[config.mk]
export PLATFORM = sky130hd
export DESIGN_NAME = mux_rr_n
export DESIGN_NICKNAME = d
export VERILOG_FILES = /design/src/rtl/mux_pkg.sv /design/src/rtl/rr_arbiter.sv /design/src/rtl/mux_rr_n.sv
export SDC_FILE = /design/constraint.sdc
export NUM_CORES = 1
export LEC_CHECK = 0
export ABC_AREA = 1
export BUFFER_PORTS_ARGS = -buffer_cell sky130_fd_sc_hd__clkbuf_2
export CELL_PAD_IN_SITES_DETAIL_PLACEMENT = 0
export CELL_PAD_IN_SITES_GLOBAL_PLACEMENT = 1
export CORE_MARGIN = 2
export CORE_UTILIZATION = 25
export DETAILED_ROUTE_END_ITERATION = 10
export PLACE_DENSITY_LB_ADDON = 0.1
export SKIP_CTS_REPAIR_TIMING = 1
export SLEW_MARGIN = 25
export SYNTH_ARGS = -nofsm -noshare
export SYNTH_HDL_FRONTEND = slang
export SYNTH_SLANG_ARGS = --single-unit
[constraint.sdc]
create_clock -name clk -period 2.2 [get_ports clk]
set_input_delay 0.44 -clock clk [delete_from_list [all_inputs] [get_ports clk]]
set_output_delay 0.44 -clock clk [all_outputs]
set_load 0.005 [all_outputs]
[src/rtl/mux_pkg.sv]
// Shared constants for the N-channel registered mux: mode encodings and a
// ceiling-log2 helper used to validate the select width at elaboration.
package mux_pkg;

  localparam logic MODE_FIXED = 1'b0;
  localparam logic MODE_RR    = 1'b1;

  function automatic int clog2(input int value);
    int r;
    r = 0;
    for (int p = 1; p < value; p = p * 2) r++;
    return r;
  endfunction

endpackage

[src/rtl/rr_arbiter.sv]
// Combinational rotate-priority scan: the first requester after ptr wins,
// wrapping modulo NCH, with ptr itself examined last.
module rr_arbiter
  import mux_pkg::*;
#(
  parameter int NCH  = 4,
  parameter int SELW = 2
) (
  input  logic [NCH-1:0]  req,
  input  logic [SELW-1:0] ptr,
  output logic [SELW-1:0] gnt_idx,
  output logic            gnt_any
);

  // Walk from the farthest offset back to the nearest so the nearest requester is the final winner.
  always_comb begin
    gnt_idx = '0;
    gnt_any = 1'b0;
    for (int k = NCH; k >= 1; k--) begin
      if (req[(int'(ptr) + k) % NCH]) begin
        gnt_any = 1'b1;
        gnt_idx = SELW'((int'(ptr) + k) % NCH);
      end
    end
  end

endmodule

[src/rtl/mux_rr_n.sv]
// N-channel registered mux with fixed-select or round-robin grant and a one-entry
// valid/ready output register. Optional output parity port under MUX_PARITY_EN.
module mux_rr_n
  import mux_pkg::*;
#(
  parameter int WIDTH = 8,
  parameter int NCH   = 4,
  parameter int SELW  = 2
) (
  input  logic                 clk,
  input  logic                 rst,
  input  logic [NCH*WIDTH-1:0] in_data,
  input  logic [NCH-1:0]       in_valid,
  output logic [NCH-1:0]       in_ready,
  input  logic                 mode,
  input  logic [SELW-1:0]      sel,
  output logic [WIDTH-1:0]     y_out,
  output logic                 y_valid,
  input  logic                 y_ready,
  output logic [SELW-1:0]      y_chan
`ifdef MUX_PARITY_EN
  ,output logic                y_par
`endif
);

  if (SELW != clog2(NCH)) begin : g_bad_selw
    $error("mux_rr_n: SELW must equal clog2(NCH)");
  end

  logic [WIDTH-1:0] y_out_q, y_out_d;
  logic             y_valid_q, y_valid_d;
  logic [SELW-1:0]  y_chan_q, y_chan_d;
  logic [SELW-1:0]  rr_ptr_q, rr_ptr_d;
  logic             y_par_q, y_par_d;

  logic [SELW-1:0]  rr_idx, gnt_idx;
  logic             rr_any, fix_any, gnt_any;
  logic             load, take;
  logic [WIDTH-1:0] sel_word;

  rr_arbiter #(.NCH(NCH), .SELW(SELW)) u_arb (
    .req     (in_valid),
    .ptr     (rr_ptr_q),
    .gnt_idx (rr_idx),
    .gnt_any (rr_any)
  );

  // Explicit compare loop keeps an out-of-range sel from ever granting.
  always_comb begin
    fix_any = 1'b0;
    for (int k = 0; k < NCH; k++) begin
      if (int'(sel) == k && in_valid[k]) fix_any = 1'b1;
    end
  end

  assign gnt_idx = (mode == MODE_RR) ? rr_idx : sel;
  assign gnt_any = (mode == MODE_RR) ? rr_any : fix_any;
  assign load    = !y_valid_q || y_ready;
  assign take    = gnt_any && load && !rst;

  for (genvar gi = 0; gi < NCH; gi++) begin : g_ready
    assign in_ready[gi] = take && (int'(gnt_idx) == gi);
  end

  always_comb begin
    sel_word = '0;
    for (int k = 0; k < NCH; k++) begin
      if (int'(gnt_idx) == k) sel_word = in_data[k*WIDTH +: WIDTH];
    end
  end

  always_comb begin
    y_out_d   = y_out_q;
    y_valid_d = y_valid_q;
    y_chan_d  = y_chan_q;
    y_par_d   = y_par_q;
    rr_ptr_d  = rr_ptr_q;
    if (take) begin
      y_out_d   = sel_word;
      y_valid_d = 1'b1;
      y_chan_d  = gnt_idx;
      y_par_d   = ^sel_word;
      rr_ptr_d  = gnt_idx;
    end else if (y_valid_q && y_ready) begin
      y_valid_d = 1'b0;
    end
  end

  always_ff @(posedge clk) begin
    if (rst) begin
      y_out_q   <= '0;
      y_valid_q <= 1'b0;
      y_chan_q  <= '0;
      y_par_q   <= 1'b0;
      rr_ptr_q  <= SELW'(NCH - 1);
    end else begin
      y_out_q   <= y_out_d;
      y_valid_q <= y_valid_d;
      y_chan_q  <= y_chan_d;
      y_par_q   <= y_par_d;
      rr_ptr_q  <= rr_ptr_d;
    end
  end

  assign y_out   = y_out_q;
  assign y_valid = y_valid_q;
  assign y_chan  = y_chan_q;
`ifdef MUX_PARITY_EN
  assign y_par   = y_par_q;
`else
  logic unused_par;
  assign unused_par = y_par_q;
`endif

endmodule

# --- After elaboration in Yosys (flattened, before gate mapping) ---
# Cells that the tools add are included.
word_totals:
  regBits: 13
op_classes:
  add_sub_neg: 4
  magnitude_cmp: 4
  eq_ne: 6
  muxes: 32
  bitwise: 4
  n_reduce_logical: 21
ops:
  columns: ["cell", "n"]
  rows:
  - ["$mux 8", 4]
  - ["$mux 1", 19]
  - ["$lt 3x4->1 const B", 4]
  - ["$logic_and 1x1->1", 11]
  - ["$mux 2", 5]
  - ["$bmux 1 s2", 4]
  - ["$eq 2x2->1 const B", 4]
  - ["$reduce_or 2->1", 4]
  - ["$add 2x1->2 const B", 2]
  - ["$add 2x2->2 const B", 2]
  - ["$and 1x1->1 const A", 4]
  - ["$eq 2x1->1 const B", 2]
  - ["$logic_not 2->1", 2]
  - ["$logic_not 1->1", 2]
  - ["$reduce_bool 2->1", 1]
  - ["$logic_or 1x1->1", 1]

# --- Depth between registers and ports, before layout ---
depth:
  depth_word: 16
  ltp_mapped: 18
  mapped_depth_nobuf: 17

# --- By module ---
# A second synthesis with hierarchy kept.
hier_totals:
  cells_unflattened: 206
  hier_area_um2: 1153.6
modules_own_cells:
  columns: ["mod", "n_inst", "cells_per_inst", "area_each_um2", "seq_area_each_um2"]
  rows:
  - ["mux_rr_n", 1, 157, 927.1, 260.2]
  - ["rr_arbiter", 1, 49, 226.5, 0.0]

# --- Worst setup path before layout ---
# Ideal clock, no wire load.
synth_timing:
  path_type: "reg2out"
  start: "reg rr_ptr_q[0]"
  end: "out in_ready[0]"
  arrival_time_ps: 1520
  required_ps: 1760
  path_slack_ps: 240
  path_stages_with_launch: 11
  path_buffers: 1
  path_cell_list: "dfxtp_1 inv_2 nand2_1 nand2_1 and2_4 nand2_1 nor3_1 nor3_2 nand2_2 buf_6 nor3_1"
synth_between:
  elab_chain_cells: 12
  word_cells_on_any_way: 30
synth_rtl:
  columns: ["item", "line_no", "rtl"]
  rows:
  - ["start: declaration", "mux_rr_n.sv:33", "logic [SELW-1:0] rr_ptr_q, rr_ptr_d;"]
  - ["start signal: assignment", "mux_rr_n.sv:95", "rr_ptr_q <= SELW'(NCH - 1);"]
  - ["start signal: assignment", "mux_rr_n.sv:101", "rr_ptr_q <= rr_ptr_d;"]
  - ["$add 2x1->2", "rr_arbiter.sv:20, rr_arbiter.sv:22", null]
  - ["$bmux 1 s2", "rr_arbiter.sv:20", "if (req[(int'(ptr) + k) % NCH]) begin"]
  - ["$mux 1 (implied by the code) (2 in a row)", "rr_arbiter.sv:20", null]
  - ["$mux 1 (4 in a row)", "rr_arbiter.sv:20", null]
  - ["$mux 1", "mux_rr_n.sv:57", "assign gnt_any = (mode == MODE_RR) ? rr_any : fix_any;"]
  - ["$logic_and 1x1->1 (2 in a row)", "mux_rr_n.sv:59", "assign take = gnt_any && load && !rst;"]
  - ["$logic_and 1x1->1 *", "mux_rr_n.sv:62", "assign in_ready[gi] = take && (int'(gnt_idx) == gi);"]
  - ["end: declaration", "mux_rr_n.sv:14", "output logic [NCH-1:0] in_ready,"]
# Every way passes the cells marked *; elsewhere a longest branch is shown, timed or not. The select of a mux whose other input is x is not followed.

# --- Final worst setup path ---
# Ends and elaborated chain as after synthesis.

==> flow_metrics.env <==
export IMPL_timing_hold_ws_ps=363
export IMPL_drc=0
export IMPL_grt_max_degree=18
export IMPL_slew_viol_final=0
export IMPL_dieArea_um2=4960
export IMPL_yosysTopAreaCellShare_pct=23.6
export IMPL_hold_path_class="input pin to flip-flop"
export IMPL_power_density_nw_per_um2=664
export IMPL_synth_nets=231
export IMPL_cts_htree_levels=1
export IMPL_wl_met1_um=1720
export IMPL_crit_path_frequent_cell="nand2_2"
export IMPL_tritoncts="done"
export IMPL_cp_depth=13
export IMPL_dp_cells=306
export IMPL_p_leak_nw=0.953
export IMPL_synth_distinct_cells=25
export IMPL_clock_fmax_mhz=456
export IMPL_core_um2=4290
export IMPL_ys_seq_area_share_pct=23.6
export IMPL_critPathSlowestCell="dfxtp_4"
export IMPL_finalSetupViolCount=0
export IMPL_gp_congestion=0.770
export IMPL_drv_cap=0
export IMPL_dieHeight_um=70.4
export IMPL_critPathKind="flip-flop to primary output"
export IMPL_worst_r2r_path_depth=14
export IMPL_tns_ps=0
export IMPL_p_total_mw=1.08
export IMPL_r2r_setup_slack_ps=360
export IMPL_grt_pass1_wl_um=5660
export IMPL_syn_avg_cell_area_um2=5.84
export IMPL_antenna_found_initial=0
export IMPL_worstPathMaxFanout=8
export IMPL_worst_pin_slew_ps=224
export IMPL_fin_cells=313
export IMPL_hold_violations=0
export IMPL_rsz0062_at_grt="yes"
export IMPL_die_w_um=70.4
export IMPL_synthCells=189
export IMPL_ir_worst_vdd_v=0.000216
export IMPL_endpoint="in_ready[0]"
export IMPL_cp_end_kind="primary output"
export IMPL_rows=24
export IMPL_cp_top_family="simple AND/OR/NAND/NOR gates"
export IMPL_antenna_cells=0
export IMPL_startpoint_type="flip-flop"
export IMPL_clk_latency_ps=240
export IMPL_worstPathCellList="inv_8 > nand2_1 > nand2_2 > nand2_2 > nand2_2 > nand2_2 > nand2_1 > nand2_2 > nand3_4 > nand2_4 > inv_4 > nor3_1 > clkbuf_2"
export IMPL_worst_path_buf_inv=3
export IMPL_finClkSkew_ps=1.06
export IMPL_vias=1367
export IMPL_r2r_start="rr_ptr_q[0]"
export IMPL_period_minus_slack_ps=2190
export IMPL_fin_nets=304
export IMPL_drt_vias_per_instance=4.37
export IMPL_grt_overflow=0
export IMPL_post_dp_hpwl_um=2800
export IMPL_cts_buffers=3
export IMPL_num_fill_cells=486
export IMPL_cts_root_buf="clkbuf_8"
export IMPL_start_util_pct=25.7
export IMPL_met2_length_um=1580
export IMPL_path_clk_slew_ps=60
export IMPL_reg2reg_to="y_out[0]"
export IMPL_wl_met3_um=102
export IMPL_top_layer="met4"
export IMPL_status="complete, no violations"
export IMPL_io_buffers=56
export IMPL_drt_first_pass_iters=4
export IMPL_startpoint="rr_ptr_q[0]"
export IMPL_syn_area_um2=1100
export IMPL_ys_ff_latch=13
export IMPL_postLayoutCoreUtil_pct=37.9
export IMPL_yosys_warnings=0
export IMPL_clkSinkCount=13
export IMPL_grt_pass1_vias=1259
export IMPL_final_antenna_net_count=0
export IMPL_drive_gt1_share_pct=42.9
export IMPL_post_drt_wl_per_cell_um=11.1
export IMPL_synth_area_leaders="dfxtp_1 24%, nand2_1 21%, inv_1 7.8%, nand3_1 7.7%, nor2_1 7.5%"
export IMPL_wirelength_um=3460
export IMPL_drt_iter0_markers=36
export IMPL_worstPathArrival_ps=1750
export IMPL_relSlewSlack_pct=85.0
export IMPL_fin_crit_sh_pct=99.8
export IMPL_ioPinCount=57
export IMPL_cp_slowest_stage_delay_ps=410
export IMPL_cts_max_path_buffers=2
export IMPL_grt_use_total_pct=14.1
export IMPL_cp_required_ps=1760
export IMPL_syn2layout_area_growth_pct=47.5
export IMPL_synth_largest_area_cell="dfxtp_1"
-- through the flow --
| stage | cell area, um2 | setup slack [ps] |
|---|---|---|
| after detailed placement | 1510 | 42.0 |
| after floorplan | 1100 | 240 |
| after global routing | 1630 | -127 |
| after CTS | 1550 | -200 |
| final | 1630 | 5.18 |
| after global placement | 1510 | 53.5 |
-- routing by layer --
metal	up-vias	GRT usage [%]
met2	36	22.1
met1	580	19.8
li1	743	-
met4	0	5.13
met3	8	1.30
met5	-	0
-- sequential cells by signal (all words and copies together) (netlist names) --
signal,cells
y_out,8
rr_ptr_q,2
y_chan,2
y_valid,1
-- cells by family after synthesis --
| group | count (synthesis) | synth area share [%] |
|---|---|---|
| AOI/OAI and AO/OA | 17 | 9.41 |
| buffers and inverters | 30 | 12.6 |
| DFF | 13 | 23.6 |
| and+or+nand+nor | 129 | 54.4 |
-- cell usage in the layout, fill, tap and decap left out --
cell type,count
a21boi_1,3
a21oi_1,6
a21oi_2,1
and2_4,1
buf_2,2
buf_4,16
clkbuf_1,1
clkbuf_2,54
clkbuf_8,3
clkinv_1,1
dfxtp_1,11
dfxtp_4,2
inv_1,20
inv_2,2
inv_4,2
inv_8,1
nand2_1,52
nand2_2,20
nand2_4,2
nand3_1,17
nand3_2,2
nand3_4,1
nand4_1,8
nor2_1,21
nor2_2,2
nor3_1,2
nor3_2,1
o211ai_1,3
o21ai_0,2
o21ai_1,2
-- how the worst min path moves through the flow --
stage                      to  cells past startpoint      start
floorplan           y_chan[0]                      2  y_chan[0]
global placement    y_chan[1]                      2  y_chan[1]
detailed placement  y_chan[1]                      2  y_chan[1]
CTS                   y_valid                      2        rst
global route          y_valid                      2        rst
finish                y_valid                      2        rst
-- power breakdown --
part           switching, mW  internal [mW]  leakage (nW)  total [mW]
sequential            0.0321          0.280         0.109       0.312
combinational          0.313          0.235         0.822       0.548
clock                 0.0918          0.128        0.0228       0.220
total                  0.437          0.643         0.953        1.08
-- cell usage after synthesis, drive strengths merged --
| cell | number |
|---|---|
| a21oi | 7 |
| nor3 | 3 |
| nand3 | 20 |
| and2 | 1 |
| nand4 | 8 |
| o211ai | 3 |
| inv | 25 |
| a21boi | 3 |
| clkinv | 1 |
| buf | 4 |
| nor2 | 23 |
| o21ai | 4 |
| dfxtp | 13 |
| nand2 | 74 |
-- cell type report --
cell class	instances	area, um2	share of cell area, %
Clock buffer	4	45.0	2.77
Inverter	26	110	6.76
Multi-Input combinational cell	146	739	45.4
Sequential cell	13	268	16.4
Tap cell	52	65.1	4.00
Timing Repair Buffer	72	400	24.6
No activity file was read; power rests on OpenSTA's default activity.
